**src/rtl/wboled_pkg.sv**
```systemverilog
`default_nettype none
// +----------------------------------------------------------------------------+
// | Module   : wboled_pkg                                                      |
// | Purpose  : Shared constants, types and helpers for the FIFO-based OLED    |
// |            Wishbone controller: register map, serializer state encoding,  |
// |            queue entry width and STATUS bit positions.                    |
// | Revision : 1.0  initial release                                            |
// +----------------------------------------------------------------------------+
package wboled_pkg;

   // Register map (i_wb_addr)
   localparam logic [1:0] ADR_STATUS = 2'b00;
   localparam logic [1:0] ADR_CMD    = 2'b01;
   localparam logic [1:0] ADR_DATA   = 2'b10;
   localparam logic [1:0] ADR_PWR    = 2'b11;

   // Queue entry: {dcn, cnt[1:0], bytes[23:0]}
   localparam int ENTRY_W = 27;

   // STATUS register bit positions
   localparam int STAT_OVF      = 31;
   localparam int STAT_BUSY     = 30;
   localparam int STAT_EMPTY    = 29;
   localparam int STAT_FULL     = 28;
   localparam int STAT_FILL_LSB = 8;

   typedef enum logic [1:0] {
      S_IDLE  = 2'd0,
      S_LOAD  = 2'd1,
      S_SHIFT = 2'd2,
      S_GAP   = 2'd3
   } ser_state_t;

   // Number of bits to shift for an entry's byte-count field.
   function automatic logic [4:0] entry_nbits(input logic [1:0] cnt);
      case (cnt)
         2'd0:    return 5'd8;
         2'd1:    return 5'd16;
         default: return 5'd24;
      endcase
   endfunction

endpackage
`default_nettype wire

```
**src/rtl/wboled_fifo_if.sv**
```systemverilog
`default_nettype none
// +----------------------------------------------------------------------------+
// | Module   : wboled_fifo_if                                                  |
// | Purpose  : Pipelined Wishbone bus bundle for the OLED FIFO controller.    |
// |            slave modport : the controller; master modport : the CPU/DMA.  |
// |   i_wb_cyc/stb/we, i_wb_addr[1:0], i_wb_data[31:0]  master -> slave       |
// |   o_wb_stall, o_wb_ack, o_wb_data[31:0]              slave  -> master      |
// | Revision : 1.0  initial release                                            |
// +----------------------------------------------------------------------------+
interface wboled_fifo_if;
   logic        i_wb_cyc;
   logic        i_wb_stb;
   logic        i_wb_we;
   logic [1:0]  i_wb_addr;
   logic [31:0] i_wb_data;
   logic        o_wb_stall;
   logic        o_wb_ack;
   logic [31:0] o_wb_data;

   modport slave (
      input  i_wb_cyc, i_wb_stb, i_wb_we, i_wb_addr, i_wb_data,
      output o_wb_stall, o_wb_ack, o_wb_data
   );

   modport master (
      output i_wb_cyc, i_wb_stb, i_wb_we, i_wb_addr, i_wb_data,
      input  o_wb_stall, o_wb_ack, o_wb_data
   );
endinterface
`default_nettype wire

```
**src/rtl/oledspi_serializer.sv**
```systemverilog
`default_nettype none
// +----------------------------------------------------------------------------+
// | Module   : oledspi_serializer                                              |
// | Purpose  : Shifts one queued entry (1..3 bytes, MSB first) out over a     |
// |            write-only SPI link, then holds CS high for one bit period.    |
// | Ports    : i_clk, i_reset   clock / sync active-high reset               |
// |            i_stb             start request (only honoured while idle)     |
// |            i_entry[25:0]     {cnt[1:0], bytes[23:0]}, valid in LOAD       |
// |            o_busy            state != IDLE                                |
// |            o_sck/o_mosi/o_cs_n  SPI pins (sck idles high)                 |
// | Revision : 1.0  initial release                                            |
// +----------------------------------------------------------------------------+
module oledspi_serializer
   import wboled_pkg::*;
#(
   parameter int CBITS = 4
) (
   input  logic        i_clk,
   input  logic        i_reset,
   input  logic        i_stb,
   input  logic [25:0] i_entry,
   output logic        o_busy,
   output logic        o_sck,
   output logic        o_mosi,
   output logic        o_cs_n
);

   localparam logic [CBITS-1:0] c_div_max     = '1;
   localparam logic [CBITS-1:0] c_div_half_m1 = CBITS'(2**(CBITS-1) - 1);

   ser_state_t  r_state, w_state_next;
   logic [CBITS-1:0] r_div;
   logic [4:0]  r_bits_left;
   logic [23:0] r_sreg, w_load_sreg;
   logic        r_sck, r_mosi, r_cs_n;
   logic        w_bit_end;

   always_comb begin
      w_bit_end    = (r_div == c_div_max);
      w_state_next = r_state;
      case (r_state)
         S_IDLE:  if (i_stb) w_state_next = S_LOAD;
         S_LOAD:  w_state_next = S_SHIFT;
         S_SHIFT: if (w_bit_end && r_bits_left == 5'd1) w_state_next = S_GAP;
         S_GAP:   if (w_bit_end) w_state_next = S_IDLE;
         default: w_state_next = S_IDLE;
      endcase

      // Left-align the payload so the first bit to send is always bit 23.
      case (i_entry[25:24])
         2'd0:    w_load_sreg = {i_entry[7:0], 16'h0000};
         2'd1:    w_load_sreg = {i_entry[15:0], 8'h00};
         default: w_load_sreg = i_entry[23:0];
      endcase
   end

   always_ff @(posedge i_clk) begin
      if (i_reset) begin
         r_state     <= S_IDLE;
         r_div       <= '0;
         r_bits_left <= '0;
         r_sreg      <= '0;
         r_sck       <= 1'b1;
         r_mosi      <= 1'b0;
         r_cs_n      <= 1'b1;
      end else begin
         r_state <= w_state_next;
         case (r_state)
            S_LOAD: begin
               r_sreg      <= w_load_sreg;
               r_bits_left <= entry_nbits(i_entry[25:24]);
               r_div       <= '0;
               r_cs_n      <= 1'b0;
               r_sck       <= 1'b0;
               r_mosi      <= w_load_sreg[23];
            end
            S_SHIFT: begin
               r_div <= r_div + 1'b1;
               if (r_div == c_div_half_m1)
                  r_sck <= 1'b1;
               if (w_bit_end) begin
                  if (r_bits_left == 5'd1) begin
                     // Last bit: sck stays high into the gap.
                     r_cs_n <= 1'b1;
                  end else begin
                     r_sck       <= 1'b0;
                     r_sreg      <= {r_sreg[22:0], 1'b0};
                     r_mosi      <= r_sreg[22];
                     r_bits_left <= r_bits_left - 1'b1;
                  end
               end
            end
            S_GAP:   r_div <= r_div + 1'b1;
            default: begin end
         endcase
      end
   end

   assign o_busy = (r_state != S_IDLE);
   assign o_sck  = r_sck;
   assign o_mosi = r_mosi;
   assign o_cs_n = r_cs_n;

endmodule
`default_nettype wire

```
**src/rtl/wboled_fifo.sv**
```systemverilog
`default_nettype none
// +----------------------------------------------------------------------------+
// | Module   : wboled_fifo                                                     |
// | Purpose  : Wishbone slave that queues OLED command/data entries in a FIFO |
// |            and streams them to an SSD1306-style display over SPI + D/Cn.  |
// | Ports    : i_clk, i_reset        clock / sync active-high reset           |
// |            wb (slave modport)    STATUS/CMD/DATA/PWR register bus         |
// |            o_sck, o_mosi, o_cs_n SPI pins                                 |
// |            o_dbit                D/Cn (1 = display data)                  |
// |            o_pwr[2:0]            {reset_n, vccen, pmoden}                 |
// |            o_int                 level interrupt: fill <= INT_LEVEL       |
// | Revision : 1.0  initial release                                            |
// +----------------------------------------------------------------------------+
module wboled_fifo
   import wboled_pkg::*;
#(
   parameter int CBITS     = 4,
   parameter int LGFIFO    = 4,
   parameter int INT_LEVEL = 2
) (
   input  logic          i_clk,
   input  logic          i_reset,
   wboled_fifo_if.slave  wb,
   output logic          o_sck,
   output logic          o_mosi,
   output logic          o_dbit,
   output logic          o_cs_n,
   output logic [2:0]    o_pwr,
   output logic          o_int
);

   localparam int              c_depth_i   = 2**LGFIFO;
   localparam logic [LGFIFO:0] c_depth     = (LGFIFO+1)'(c_depth_i);
   localparam logic [LGFIFO:0] c_int_level = (LGFIFO+1)'(INT_LEVEL);

   logic [ENTRY_W-1:0] r_mem [c_depth_i];
   logic [LGFIFO-1:0]  r_wr_ptr, r_rd_ptr;
   logic [LGFIFO:0]    r_fill;
   logic [25:0]        r_rd_entry;
   logic               r_ovf, r_ack, r_dbit;
   logic [2:0]         r_pwr;
   logic [31:0]        r_rdata, w_status, w_rdata;
   logic               w_stb, w_wr, w_push_req, w_push, w_pop;
   logic               w_empty, w_full, w_ser_busy, w_ovf_set, w_ovf_clr;
   logic [ENTRY_W-1:0] w_entry;
   logic               w_unused;

   assign w_stb      = wb.i_wb_cyc & wb.i_wb_stb;
   assign w_wr       = w_stb & wb.i_wb_we;
   assign w_push_req = w_wr & ((wb.i_wb_addr == ADR_CMD) | (wb.i_wb_addr == ADR_DATA));
   assign w_empty    = (r_fill == '0);
   assign w_full     = (r_fill == c_depth);
   assign w_pop      = !w_empty & !w_ser_busy;
   // A pop in the same cycle frees the slot, so a push into a full FIFO still lands.
   assign w_push     = w_push_req & (!w_full | w_pop);
   assign w_ovf_set  = w_push_req & w_full & !w_pop;
   assign w_ovf_clr  = w_wr & (wb.i_wb_addr == ADR_STATUS) & wb.i_wb_data[31];
   assign w_entry    = {wb.i_wb_addr == ADR_DATA, wb.i_wb_data[25:0]};
   assign w_unused   = &{1'b0, wb.i_wb_data[30:26]};

   // Storage and registered read port; no reset needed on the array.
   always_ff @(posedge i_clk) begin
      if (w_push)
         r_mem[r_wr_ptr] <= w_entry;
      if (w_pop)
         r_rd_entry <= r_mem[r_rd_ptr][25:0];
   end

   always_ff @(posedge i_clk) begin
      if (i_reset) begin
         r_wr_ptr <= '0;
         r_rd_ptr <= '0;
         r_fill   <= '0;
         r_ovf    <= 1'b0;
         r_ack    <= 1'b0;
         r_rdata  <= '0;
         r_pwr    <= '0;
         r_dbit   <= 1'b0;
      end else begin
         r_ack   <= w_stb;
         r_rdata <= (w_stb & !wb.i_wb_we) ? w_rdata : '0;
         if (w_push)
            r_wr_ptr <= r_wr_ptr + 1'b1;
         if (w_pop) begin
            r_rd_ptr <= r_rd_ptr + 1'b1;
            // D/Cn is set before chip select falls and held until the next pop.
            r_dbit   <= r_mem[r_rd_ptr][ENTRY_W-1];
         end
         case ({w_push, w_pop})
            2'b10:   r_fill <= r_fill + 1'b1;
            2'b01:   r_fill <= r_fill - 1'b1;
            default: begin end
         endcase
         // Setting has priority over a simultaneous clear.
         if (w_ovf_set)
            r_ovf <= 1'b1;
         else if (w_ovf_clr)
            r_ovf <= 1'b0;
         if (w_wr && wb.i_wb_addr == ADR_PWR)
            r_pwr <= (r_pwr & ~wb.i_wb_data[18:16]) | (wb.i_wb_data[2:0] & wb.i_wb_data[18:16]);
      end
   end

   always_comb begin
      w_status                             = '0;
      w_status[STAT_OVF]                   = r_ovf;
      w_status[STAT_BUSY]                  = w_ser_busy;
      w_status[STAT_EMPTY]                 = w_empty;
      w_status[STAT_FULL]                  = w_full;
      w_status[STAT_FILL_LSB +: LGFIFO+1]  = r_fill;
      w_status[2:0]                        = r_pwr;
      w_rdata = '0;
      case (wb.i_wb_addr)
         ADR_STATUS: w_rdata = w_status;
         ADR_PWR:    w_rdata = {29'h0, r_pwr};
         default:    w_rdata = '0;
      endcase
   end

   oledspi_serializer #(
      .CBITS (CBITS)
   ) u_ser (
      .i_clk   (i_clk),
      .i_reset (i_reset),
      .i_stb   (w_pop),
      .i_entry (r_rd_entry),
      .o_busy  (w_ser_busy),
      .o_sck   (o_sck),
      .o_mosi  (o_mosi),
      .o_cs_n  (o_cs_n)
   );

   assign wb.o_wb_stall = 1'b0;
   assign wb.o_wb_ack   = r_ack;
   assign wb.o_wb_data  = r_rdata;
   assign o_dbit        = r_dbit;
   assign o_pwr         = r_pwr;
   assign o_int         = (r_fill <= c_int_level);

endmodule
`default_nettype wire
```
**src/flat_wrapper.sv**
```systemverilog
// flat-port wrapper written by rule: the top's interface ports become plain ports
module wboled_fifo_flat import wboled_pkg::*;
#(
   parameter int CBITS     = 4,
   parameter int LGFIFO    = 4,
   parameter int INT_LEVEL = 2
)
  (i_clk, i_reset, o_sck, o_mosi, o_dbit, o_cs_n, o_pwr, o_int, wb_i_wb_cyc, wb_i_wb_stb, wb_i_wb_we, wb_i_wb_addr, wb_i_wb_data, wb_o_wb_stall, wb_o_wb_ack, wb_o_wb_data);
  wboled_fifo_if wb_i ();
  input  logic i_clk;
  input  logic i_reset;
  output logic o_sck;
  output logic o_mosi;
  output logic o_dbit;
  output logic o_cs_n;
  output logic [2:0] o_pwr;
  output logic o_int;
  input wire logic [$bits(wb_i.i_wb_cyc)-1:0] wb_i_wb_cyc;
  input wire logic [$bits(wb_i.i_wb_stb)-1:0] wb_i_wb_stb;
  input wire logic [$bits(wb_i.i_wb_we)-1:0] wb_i_wb_we;
  input wire logic [$bits(wb_i.i_wb_addr)-1:0] wb_i_wb_addr;
  input wire logic [$bits(wb_i.i_wb_data)-1:0] wb_i_wb_data;
  output wire logic [$bits(wb_i.o_wb_stall)-1:0] wb_o_wb_stall;
  output wire logic [$bits(wb_i.o_wb_ack)-1:0] wb_o_wb_ack;
  output wire logic [$bits(wb_i.o_wb_data)-1:0] wb_o_wb_data;
  assign wb_i.i_wb_cyc = wb_i_wb_cyc;
  assign wb_i.i_wb_stb = wb_i_wb_stb;
  assign wb_i.i_wb_we = wb_i_wb_we;
  assign wb_i.i_wb_addr = wb_i_wb_addr;
  assign wb_i.i_wb_data = wb_i_wb_data;
  assign wb_o_wb_stall = wb_i.o_wb_stall;
  assign wb_o_wb_ack = wb_i.o_wb_ack;
  assign wb_o_wb_data = wb_i.o_wb_data;
  wboled_fifo #(.CBITS(CBITS), .LGFIFO(LGFIFO), .INT_LEVEL(INT_LEVEL)) u_core (.i_clk(i_clk), .i_reset(i_reset), .wb(wb_i), .o_sck(o_sck), .o_mosi(o_mosi), .o_dbit(o_dbit), .o_cs_n(o_cs_n), .o_pwr(o_pwr), .o_int(o_int));
endmodule
```
**config.mk**
```make
export PLATFORM = sky130hd
export DESIGN_NAME = wboled_fifo_flat
export DESIGN_NICKNAME = d
export VERILOG_FILES = /design/src/rtl/wboled_pkg.sv /design/src/rtl/wboled_fifo_if.sv /design/src/rtl/oledspi_serializer.sv /design/src/rtl/wboled_fifo.sv /design/src/flat_wrapper.sv
export SDC_FILE = /design/constraint.sdc
export NUM_CORES = 1
export LEC_CHECK = 0
export ABC_CLOCK_PERIOD_IN_PS = 5400
export BUFFER_PORTS_ARGS = -buffer_cell sky130_fd_sc_hd__buf_2
export CAP_MARGIN = 30
export CORE_MARGIN = 2
export CORE_UTILIZATION = 45
export DETAILED_ROUTE_END_ITERATION = 12
export SYNTH_ARGS = -nofsm -noshare
export SYNTH_HDL_FRONTEND = slang
export SYNTH_HIERARCHICAL = 1
export SYNTH_SLANG_ARGS = --single-unit
```
**constraint.sdc**
```tcl
create_clock -name i_clk -period 5.4 [get_ports i_clk]
set_clock_uncertainty 0.05 [all_clocks]
set_input_delay 1.08 -clock i_clk [delete_from_list [all_inputs] [get_ports i_clk]]
set_output_delay 1.08 -clock i_clk [all_outputs]
set_load 0.005 [all_outputs]
```
## Yosys cells after proc, flatten, opt, wreduce, memory -nomap -nowiden

Memory sizes are Yosys's and may differ from the RTL's. A register that Yosys moved wholly into a read port is not among the register bits.
Cells that the tools add are included.

| word-level totals | value |
|---|---|
| bits in registers | 114 |
| memory bits (writable) | 432 |
| bits of input ports | 39 |
| output and inout port bits | 42 |
| word-level logic and storage cells | 112 |
| memories | 1 |

Memories:

| name | depth | width | read ports | clocked after memory_dff | write ports | line | RTL |
|---|---|---|---|---|---|---|---|
| u_core.r_mem | 16 | 27 | 1 | 1 | 1 | wboled_fifo.sv:36 | `logic [ENTRY_W-1:0] r_mem [c_depth_i];` |

| cells by class | value |
|---|---|
| add/subtract/negate cells | 6 |
| order comparisons | 1 |
| equality and inequality tests | 19 |
| mux-type cells | 31 |
| bitwise logic cells | 17 |
| reductions and logical operators | 21 |

Operators with widths:

| cell | number |
|---|---|
| case mux 32 bit (2 select lines) | 1 |
| case mux 24 bit (2 select lines) | 1 |
| two-way mux 23 bit | 2 |
| case mux 23 bit (2 select lines) | 1 |
| case mux 5 bit (2 select lines) | 3 |
| adder 4 x 1 -> 4 bit (second input constant) | 3 |
| two-way mux 1 bit | 11 |
| bitwise AND 1 bit | 10 |
| == test 2 bit (second input constant) | 5 |
| two-way mux 5 bit | 2 |
| != test 2 bit (second input constant) | 5 |
| nonzero test 2 bit | 5 |
| subtractor 5 x 1 -> 5 bit (second input constant) | 2 |
| AND reduction 3 bit | 3 |
| == test 2 x 1 -> 1 bit (second input constant) | 4 |
| two-way mux 4 bit | 2 |
| case mux 2 bit (4 select lines) | 1 |
| case mux 4 bit (2 select lines) | 1 |
| bitwise AND 3 bit | 2 |
| logical NOT 2 bit | 3 |
| two-way mux 2 bit | 3 |
| case mux 1 bit (2 select lines) | 3 |
| adder 5 x 1 -> 5 bit (second input constant) | 1 |
| == test 5 x 1 -> 1 bit (second input constant) | 1 |
| 13 further kinds | 20 |

## Longest topological paths before layout

Gate-level depths: netlist of the first run.

| depth | value |
|---|---|
| word-level depth | 7 |
| depth in mapped cells | 11 |
| gate-level depth less buffers | 11 |

## Hierarchy

Netlist of the first run, hierarchy kept.

By module, submodules not included:

| module | times used | cells each | area each (um^2) | seq. area each (um^2) |
|---|---|---|---|---|
| wboled_fifo | 1 | 837 | 18808.0 | 14453.9 |
| oledspi_serializer | 1 | 235 | 2165.8 | 740.7 |

## Worst setup path after synthesis of the first run

No wires, ideal clock.

| timing path | value |
|---|---|
| kind | input-to-reg |
| start point | in wb_i_wb_addr[0] |
| end point | mem u_core.r_mem[0][0], enable pin |
| library setup time | 0.445 ns |
| data arrival time | 4.017 ns |
| data required time | 4.905 ns |
| setup slack | 0.888 ns |
| stages on the path | 6 |
| path buffers | 0 |
| path through | inv_1 > ha_1 > nand4_1 > a31oi_1 > nand2_1 > nor3_1 |

| between the ends | value |
|---|---|
| cells in the longest elaborated chain, start to end | 6 |
| elaborated cells on any way between the ends | 7 |

RTL lines:

| element | line | RTL |
|---|---|---|
| start, declared | flat_wrapper.sv:21 | `input wire logic [$bits(wb_i.i_wb_addr)-1:0] wb_i_wb_addr;` |
| == test 2 x 1 -> 1 bit / == test 2 bit (equally long branches) | wboled_fifo.sv:50 | `assign w_push_req = w_wr & ((wb.i_wb_addr == ADR_CMD) \| (wb.i_wb_addr == ADR_DATA));` |
| bitwise OR 1 bit (*) | wboled_fifo.sv:50 |  |
| bitwise AND 1 bit (*) | wboled_fifo.sv:50 |  |
| bitwise AND 1 bit (*) | wboled_fifo.sv:55 | `assign w_push = w_push_req & (!w_full \| w_pop);` |
| two-way mux 1 bit (*) | wboled_fifo.sv:63 | `if (w_push)` |
| two-way mux 1 bit (not written as such) (*) | wboled_fifo.sv:64 | `r_mem[r_wr_ptr] <= w_entry;` |
| end, declared | wboled_fifo.sv:36 |  |

Every way passes the cells marked *; elsewhere a longest branch is shown, timed or not.

## Worst setup path in the final report of the first run

| timing path | value |
|---|---|
| start point | in wb_i_wb_addr[0] |
| end point | mem u_core.r_mem[8][9], enable pin |

Same word-level chain as after synthesis.

==> flow_summary.json, run 1 <==
{
  "run_status": "finished, final reports clean",
  "dp_hpwl_mm": 24.1,
  "io_buffer_count": 54,
  "yosysWarningCount": 6,
  "slew_headroom_pct": 33.1,
  "power_density_nw_per_um2": 473,
  "path_clk_slew_ps": 60,
  "clk-insertion-delay-late_ps": 610,
  "synth_cell_types": 64,
  "drv_slew": 0,
  "hold_class": "flop to flop",
  "cts_num_sinks": 530,
  "timing.final.setup_violations": 0,
  "dieHeight_um": 220,
  "slowest_stage": "nor2_4",
  "clk_path_buf_depth": 3,
  "first_pass_iters": 5,
  "cts-resized-gates": 0,
  "synth_edf_count": 458,
  "initial_utilization_pct": 45.3,
  "synthTopCellsByArea": "edfxtp_1, mux4_2, dfxtp_1",
  "grt_overflow": 0,
  "synth_top_area_share_pct": 65.6,
  "drt_iter0_markers": 847,
  "core_um2": 46300,
  "wl_per_cell_um": 23.6,
  "cp_data_arrival_time_ps": 3670,
  "fin_tns_setup_ps": 0,
  "fin_nets": 1211,
  "cts_tree": "built",
  "vias": 10114,
  "clockRootBuffer": "clkbuf_16",
  "layout_commonest_cell": "edfxtp_1",
  "postLayoutCoreUtil_pct": 51.7,
  "period_minus_slack_ps": 3440,
  "final-hold-violation-count": 0,
  "finalCritPeriodShare_pct": 63.8,
  "end_kind": "flop",
  "syn_inst": 1072,
  "syn_area_um2": 21000,
  "grt_pass1_wl_mm": 63.7,
  "path_buf_inv": 3,
  "cts_buffers": 55,
  "whs_ps": 422,
  "drc": 0,
  "antenna_found_initial": 3,
  "worstMarginPinSlew_ps": 1000,
  "worstPathRequired_ps": 5630,
  "post-synth-top-area-cell": "edfxtp_1",
  "wl_mm": 42.7,
  "stdcell_count": 1808,
  "synth.avg_cell_area_um2": 19.6,
  "vias_per_cell": 5.59,
  "gr-usage-all-layers_pct": 18.1,
  "antenna_cells": 0,
  "ys_ff_latch": 530,
  "grt_max_degree": 53,
  "ant_nets": 0,
  "grt_pass1_vias": 9994,
  "cts_max_level": 2,
  "path_max_fanout": 16,
  "cp_top_family": "simple AND/OR/NAND/NOR gates",
  "cts_hold_buf": 0,
  "cpPeakStageDelay_ps": 540,
  "io_pins": 81,
  "async_flop_share_pct": 0,
  "crit_type": "input port to flop",
  "fp.dieW_um": 220,
  "start_kind": "input port",
  "cap_violations": 0,
  "ir_worst_vdd_v": 0.000322,
  "drive_above_1_share_pct": 28.9,
  "p_total_mw": 11.3,
  "seq_area_frac_synth_pct": 72.4,
  "final_cell_mix": "edfxtp_1, mux4_2, dfxtp_1",
  "place_inst": 1702,
  "place_congestion": 0.792,
  "max_freq_mhz": 290,
  "synth_ff_type": "edfxtp_1",
  "p_leak_nw": 7.79,
  "area_growth_pct": 14.1,
  "post_cts_buffers": 0,
  "worstPathCellList": "buf_2 > inv_1 > ha_1 > nand4_1 > a31oi_1 > nand2_1 > nor2_4 > buf_4",
  "rows": 79,
  "rsz0062_at_grt": "false",
  "dieArea_um2": 48400
}
## state kept, by name, summed over array words and instances, names as in the netlist, named ones only
name,count
u_core/u_ser/o_mosi,1
u_core/wb.o_wb_data,12
u_core/r_ovf,1
u_core/r_fill,5
u_core/u_ser/r_state,2
u_core/u_ser/o_sck,1
u_core/r_wr_ptr,4
u_core/r_mem,432
u_core/r_rd_ptr,4
u_core/u_ser/o_cs_n,1
u_core/o_dbit,1
u_core/wb.o_wb_ack,1
u_core/u_ser/r_sreg,23
u_core/u_ser/r_div,4
u_core/r_rd_entry,26
u_core/u_ser/r_bits_left,5
## layout make-up
class / count / area [µm²]
Inverter: 15 / 56.3
Clock inverter: 38 / 399
Multi-Input combinational cell: 466 / 5450
Sequential cell: 530 / 15200
Clock buffer: 66 / 1480
Fill cell: 3741 / 22300
Tap cell: 607 / 759
Timing Repair Buffer: 86 / 587
## metrics by stage
step	setup WS (ps)	cell area, µm²
after floorplan	888	21000
after global placement	1410	22000
after detailed placement	1320	22000
after CTS	1980	23900
after global routing	1760	23900
final	1960	23900
## power by group
part	leakage, nW	switching, mW	internal (mW)
combinational	2.13	1.18	1.14
sequential	4.73	0.352	4.77
clock	0.933	1.57	2.30
total	7.79	3.11	8.21
## synthesized netlist by cell type, types with 16 or more instances
library cell  count
buf_2            22
buf_4            25
clkbuf_1         24
dfxtp_1          72
edfxtp_1        458
ha_1             18
mux2i_1          22
mux4_2          134
nand2_1          27
nor2_1           49
nor2b_1          16
nor3_1           16
## routing by layer
layer | wire (µm) | vias to the layer above | GRT usage (%) | share of wire [%]
li1 | - | 4484 | - | -
met5 | 33 | - | 0 | 0.077
met3 | 2280 | 69 | 3.57 | 5.3
met2 | 20100 | 242 | 28.3 | 47
met4 | 892 | 6 | 4.83 | 2.1
met1 | 19400 | 5313 | 26.1 | 45
## worst reg2reg max path, cell delays in order, from the launching register on
cell,delay (ps)
dfxtp_1,340
inv_1,110
ha_1,180
inv_1,130
a31oi_1,540
nand2_1,380
nor2_4,540
buf_4,440
## path summary, 6_finish.rpt
| check | start | slack, ps | depth (start not counted) | end |
|---|---|---|---|---|
| hold / removal | u_core/u_ser/r_bits_left[1] | 420 | 2 | u_core/u_ser/r_bits_left[1] |
| hold reg to reg | u_core/u_ser/r_bits_left[1] | 420 | 2 | u_core/u_ser/r_bits_left[1] |
| setup reg to reg | u_core/u_ser/r_state[1] | 2360 | 7 | u_core/r_mem[8][9] |
| setup / recovery | wb_i_wb_addr[0] | 1960 | 8 | u_core/r_mem[8][9] |
## cell families after synthesis
kind of cell	Yosys count	share of synthesized area, %
flip-flops	530	72.4
other	1	0.0179
AND/OR/NAND/NOR	168	4.34
XOR/XNOR	12	0.501
adder cells (fa/ha/maj)	18	1.07
buffers and inverters	96	2.48
multiplexers	159	15.7
AO/OA/AOI/OAI	88	3.47
Note: power is estimated with default switching activity, not from simulation.
==> run 2, diff against run 1 <==
Settings changed: ABC_CLOCK_PERIOD_IN_PS 5400 to 3100.
Clock period 5.4 ns to 3.1 ns, I/O delays scaled along.
==> run 2 against run 1 <==
Net effect: combinational power increased by 85%; largest cell class unchanged; first-iteration DRC count increased by 7.7%; non-clock buffer count increased by 16; largest power group unchanged; flip-flop and latch count unchanged; total power increased by 74%; count of clock-buffer cells in the layout increased by 3.
==> flow_summary.json, run 2 (synthesis results as in run 1) <==
{
  "gr-usage-all-layers_pct": 18.6,
  "fin_tns_setup_ps": 0,
  "cts_num_sinks": 530,
  "area_growth_pct": 15.1,
  "cts_max_level": 2,
  "p_leak_nw": 7.83,
  "clk-insertion-delay-late_ps": 600,
  "run_status": "finished, final reports clean",
  "rsz0062_at_grt": "false",
  "grt_max_degree": 67,
  "max_freq_mhz": 399,
  "r2r_cells": 11,
  "dieArea_um2": 48400,
  "grt_pass1_wl_mm": 65.2,
  "grt_pass1_vias": 10200,
  "period_minus_slack_ps": 2510,
  "seqPwrFrac_pct": 44.6,
  "whs_ps": 276,
  "path_max_fanout": 7,
  "fp.dieW_um": 220,
  "largest_reg_flops": 432,
  "fin_nets": 1227,
  "grt_overflow": 0,
  "drv_slew": 0,
  "first_pass_iters": 5,
  "wl_mm": 43.9,
  "hold_class": "input port to flop",
  "start_kind": "flop",
  "cp_top_family": "compound AO/OA/AOI/OAI gates",
  "place_congestion": 0.782,
  "vias": 10176,
  "worstHoldStart": "wb_i_wb_stb",
  "clockRootBuffer": "clkbuf_16",
  "end_kind": "flop",
  "worst-path-stages": 11,
  "post_cts_buffers": 0,
  "cts_hold_buf": 0,
  "swShare_pct": 27.3,
  "power_switching_mw": 5.38,
  "initial_utilization_pct": 45.3,
  "wl_per_cell_um": 24.1,
  "cts-resized-gates": 0,
  "cap_violations": 0,
  "slew_headroom_pct": 50.6,
  "cpPeakStageDelay_ps": 380,
  "finalCritPeriodShare_pct": 80.9,
  "cp_data_arrival_time_ps": 2940,
  "layout_commonest_cell": "edfxtp_1",
  "cts_buffers": 55,
  "worstMarginPinSlew_ps": 742,
  "cts_tree": "built",
  "drive_above_1_share_pct": 29.3,
  "power_density_nw_per_um2": 817,
  "worstPathCellList": "inv_1 > ha_1 > inv_1 > a41o_1 > a21oi_1 > buf_4 > xor2_1 > ha_1 > a2111oi_0 > a31oi_1 > mux2_1",
  "internal_power_mw": 14.3,
  "clockPowerShare_pct": 33.6,
  "core_um2": 46300,
  "dp_hpwl_mm": 25.6,
  "dieHeight_um": 220,
  "ir_worst_vdd_v": 0.000663,
  "reg_top3": "u_core/r_mem: 432 flops, u_core/r_rd_entry: 26 flops, u_core/u_ser/r_sreg: 23 flops",
  "timing.final.setup_violations": 0,
  "setup.worst_path.end": "u_core/r_fill[2]",
  "rr_endpoint": "u_core/r_fill[2]",
  "comb_power_share_pct": 21.8,
  "p_total_mw": 19.7,
  "r2r_start": "u_core/u_ser/r_state[1]",
  "clk_path_buf_depth": 3,
  "top_register": "u_core/r_mem",
  "final-hold-violation-count": 0,
  "io_pins": 81,
  "drc": 0,
  "path_buf_inv": 3,
  "io_buffer_count": 54,
  "vias_per_cell": 5.59,
  "path_clk_slew_ps": 60,
  "slowest_stage": "dfxtp_1",
  "rows": 79,
  "ant_nets": 0,
  "drt_iter0_markers": 912,
  "worstPathRequired_ps": 3530,
  "crit_type": "flop to flop",
  "cp-startpoint": "u_core/u_ser/r_state[1]",
  "antenna_found_initial": 2,
  "regToRegSetupSlack_ps": 590,
  "final_cell_mix": "edfxtp_1, mux4_2, dfxtp_1"
}
[run 2: worst min-delay path by stage]
stage | end | slack, ps | cells past startpoint
2_1_floorplan | u_core/wb.o_wb_data[31] | 370 | 1
3_5_place_dp | u_core/wb.o_wb_data[31] | 400 | 1
5_1_grt | u_core/wb.o_wb_ack | 290 | 3
4_1_cts | u_core/wb.o_wb_ack | 230 | 3
6_report | u_core/wb.o_wb_ack | 280 | 3
3_3_place_gp | u_core/wb.o_wb_data[31] | 400 | 1
[run 2: layer usage]
layer	part of all wire [%]	wire length [µm]	vias up	GRT usage, %
met2	49	21400	287	30.3
met4	2.0	869	0	5.15
met5	0	0	-	0
met1	44	19300	5303	26.1
li1	-	-	4523	-
met3	5.5	2430	63	2.87
[run 2: area by class of cell]
type	count	area (µm²)
Clock inverter	31	369
Tap cell	607	759
Antenna cell	1	2.50
Multi-Input combinational cell	466	5470
Timing Repair Buffer	102	831
Clock buffer	69	1450
Inverter	15	56.3
Fill cell	3616	22100
Sequential cell	530	15200
[run 2: per-stage QoR]
| stage | instance area (µm²) | std cells | setup WS [ps] | util, % |
|---|---|---|---|---|
| 5_1_grt | 24100 | 1820 | 364 | 52.2 |
| 6_report | 24100 | 1821 | 593 | 52.2 |
| 2_1_floorplan | 21100 | 1092 | -234 | - |
| 3_5_place_dp | 22300 | 1720 | 200 | 48.3 |
| 3_3_place_gp | 22300 | 1720 | 223 | 48.3 |
| 4_1_cts | 24100 | 1820 | 576 | 52.2 |
[run 2: power by group through the flow]
stage          sequential, mW  clock [mW]  combinational [mW]
3_5_place_dp             8.94           0                4.34
2_1_floorplan            8.64           0                3.45
4_1_cts                  8.80        6.80                4.36
3_3_place_gp             8.94           0                4.32
6_report                 8.79        6.63                4.31
5_1_grt                  8.85        7.06                4.70
[run 2: tightest hold or removal path, stage by stage]
cell	delay (ps)
buf_2	130
nand2_1	80
nor2_1	50
==> run 3, diff against run 2 <==
Settings changed: ABC_CLOCK_PERIOD_IN_PS 3100 to 2000.
Clock period 3.1 ns to 2 ns, I/O delays scaled along.
==> run 3 against run 2 <==
Net effect: the flow now finishes with violations (negative setup slack); maximum frequency up 8.8%; die area unchanged; worst setup slack worse by 900 ps; clock power rose by 50%; register-to-register slack got worse by 900 ps; first-iteration DRC count increased by 8.9%; total power increased by 71%; worst hold slack got worse by 200 ps; global-route usage up 2.3 points; core utilization up 5.9 points; sequential share of layout area decreased by 6.4 points; critical path type unchanged; highest routed layer unchanged.
==> flow_summary.json, run 3 (synthesis results as in run 1) <==
{
  "run_status": "complete, but fails checks",
  "violations": "negative setup slack",
  "grt_pass1_vias": 11145,
  "power_density_nw_per_um2": 1260,
  "cap_violations": 0,
  "p_leak_nw": 9.06,
  "gr-usage-all-layers_pct": 20.8,
  "worstHoldStart": "i_reset",
  "max_freq_mhz": 434,
  "worstPathRequired_ps": 2270,
  "finalWorstSetupSlack_ps": -304,
  "area_growth_pct": 28.1,
  "dieArea_um2": 48400,
  "path_clk_slew_ps": 60,
  "rr_endpoint": "u_core/r_mem[13][26]",
  "fin_tns_setup_ps": -82010,
  "place_congestion": 0.767,
  "period_minus_slack_ps": 2300,
  "worstPathCellList": "inv_2 > ha_4 > inv_4 > buf_4 > buf_6 > a31oi_4 > buf_6 > nand2_4 > buf_12 > buf_6 > nor2_4 > buf_12 > clkbuf_16",
  "cpPeakStageDelay_ps": 320,
  "start_kind": "flop",
  "vias_per_cell": 5.65,
  "ir_worst_vdd_v": 0.000786,
  "cp_common_cell": "buf_6",
  "regToRegSetupSlack_ps": -300,
  "clockRootBuffer": "clkbuf_16",
  "finalCritPeriodShare_pct": 115,
  "layout_commonest_cell": "edfxtp_1",
  "fp.dieW_um": 220,
  "path_buf_inv": 9,
  "fin_nets": 1382,
  "top_register": "u_core/r_mem",
  "slowest_stage": "dfxtp_2",
  "final_cell_mix": "edfxtp_1, mux4_2, buf_12",
  "drc": 0,
  "wl_per_cell_um": 25.8,
  "r2r_cells": 13,
  "cts_max_level": 2,
  "hold_class": "input port to flop",
  "crit_type": "flop to flop",
  "rsz0062_at_grt": "true",
  "initial_utilization_pct": 45.3,
  "dieHeight_um": 220,
  "drt_iter0_markers": 993,
  "path_max_fanout": 8,
  "ant_nets": 0,
  "p_total_mw": 33.8,
  "vias": 11179,
  "rows": 79,
  "final-hold-violation-count": 0,
  "core_um2": 46300,
  "cp_data_arrival_time_ps": 2570,
  "antenna_found_initial": 2,
  "timing.final.setup_violations": 473,
  "slew_headroom_pct": 60.0,
  "dp_hpwl_mm": 30.1,
  "r2r_start": "u_core/u_ser/r_state[1]",
  "cts_num_sinks": 530,
  "io_pins": 81,
  "cts_tree": "built",
  "cts_buffers": 55,
  "clk_path_buf_depth": 3,
  "grt_overflow": 0,
  "io_buffer_count": 54,
  "drv_slew": 0,
  "clk-insertion-delay-late_ps": 610,
  "cp_top_family": "buffers and inverters",
  "worstMarginPinSlew_ps": 599,
  "wl_mm": 51.0,
  "largest_reg_flops": 432,
  "end_kind": "flop",
  "worst_hold_path.endpoint": "u_core/wb.o_wb_ack",
  "grt_pass1_wl_mm": 72.7,
  "holdPathStages": 2,
  "first_pass_iters": 5,
  "cts_hold_buf": 0,
  "reg_top3": "u_core/r_mem: 432 flops, u_core/r_rd_entry: 26 flops, u_core/u_ser/r_sreg: 23 flops",
  "drive_above_1_share_pct": 39.5,
  "grt_max_degree": 50
}
[run 3: what timing repair did]
| item | in CTS | in global routing |
|---|---|---|
| cloned | 23 | 15 |
| endpoints found under the setup margin | 491 | 511 |
| setup buffers | 44 | 35 |
| pin swaps | 17 | 21 |
| resized for setup | 80 | 72 |
[run 3: worst register-to-register path, delay by kind of cell, from the launching register on]
kind / cells / cell delay (ps)
buffers and inverters: 9 / 1070
flip-flops: 1 / 320
AO/OA/AOI/OAI: 1 / 200
AND/OR/NAND/NOR: 2 / 180
adder cells (fa/ha/maj): 1 / 200
[run 3: worst max path at each step]
stage | start | to | slack, ps | depth (start not counted)
floorplan | wb_i_wb_addr[0] | u_core/r_mem[0][0] | -540 | 6
global placement | wb_i_wb_addr[0] | u_core/r_fill[4] | -500 | 11
detailed placement | wb_i_wb_addr[0] | u_core/r_fill[4] | -570 | 11
CTS | u_core/u_ser/r_state[1] | u_core/r_fill[4] | -270 | 11
global route | u_core/u_ser/r_state[1] | u_core/r_fill[4] | -390 | 11
finish | u_core/u_ser/r_state[1] | u_core/r_mem[13][26] | -300 | 13
[run 3: metrics by stage]
step                      util, %  instances  instance area, µm²  worst slack, ps  hold WS (ps)
after floorplan                 -       1092               21400             -540           373
after global placement       50.5       1787               23400             -500           404
after detailed placement     50.5       1787               23400             -571           417
after CTS                    57.1       1955               26400             -274          46.4
after global routing         58.1       1979               26900             -392          93.9
final                        58.1       1979               26900             -304          80.8
[run 3: metal layers]
layer | track usage [%] | wire length, µm | vias to the layer above
li1 | - | - | 4842
met1 | 29.6 | 21700 | 5944
met2 | 33.5 | 25300 | 329
met3 | 4.02 | 3140 | 64
met4 | 4.92 | 850 | 0
met5 | 0 | 0 | -
[run 3: where the power goes]
part	internal [mW]	leakage, nW	switching (mW)
clock network	5.76	0.862	4.16
logic	5.55	3.47	4.93
registers	12.9	4.73	0.468
[run 3: area by class of cell]
class	count	area, µm²
Antenna cell	1	2.50
Tap cell	607	759
Sequential cell	530	15200
Clock buffer	76	1500
Clock inverter	27	275
Inverter	15	83.8
Fill cell	3379	19400
Multi-Input combinational cell	466	5660
Timing Repair Buffer	257	3380
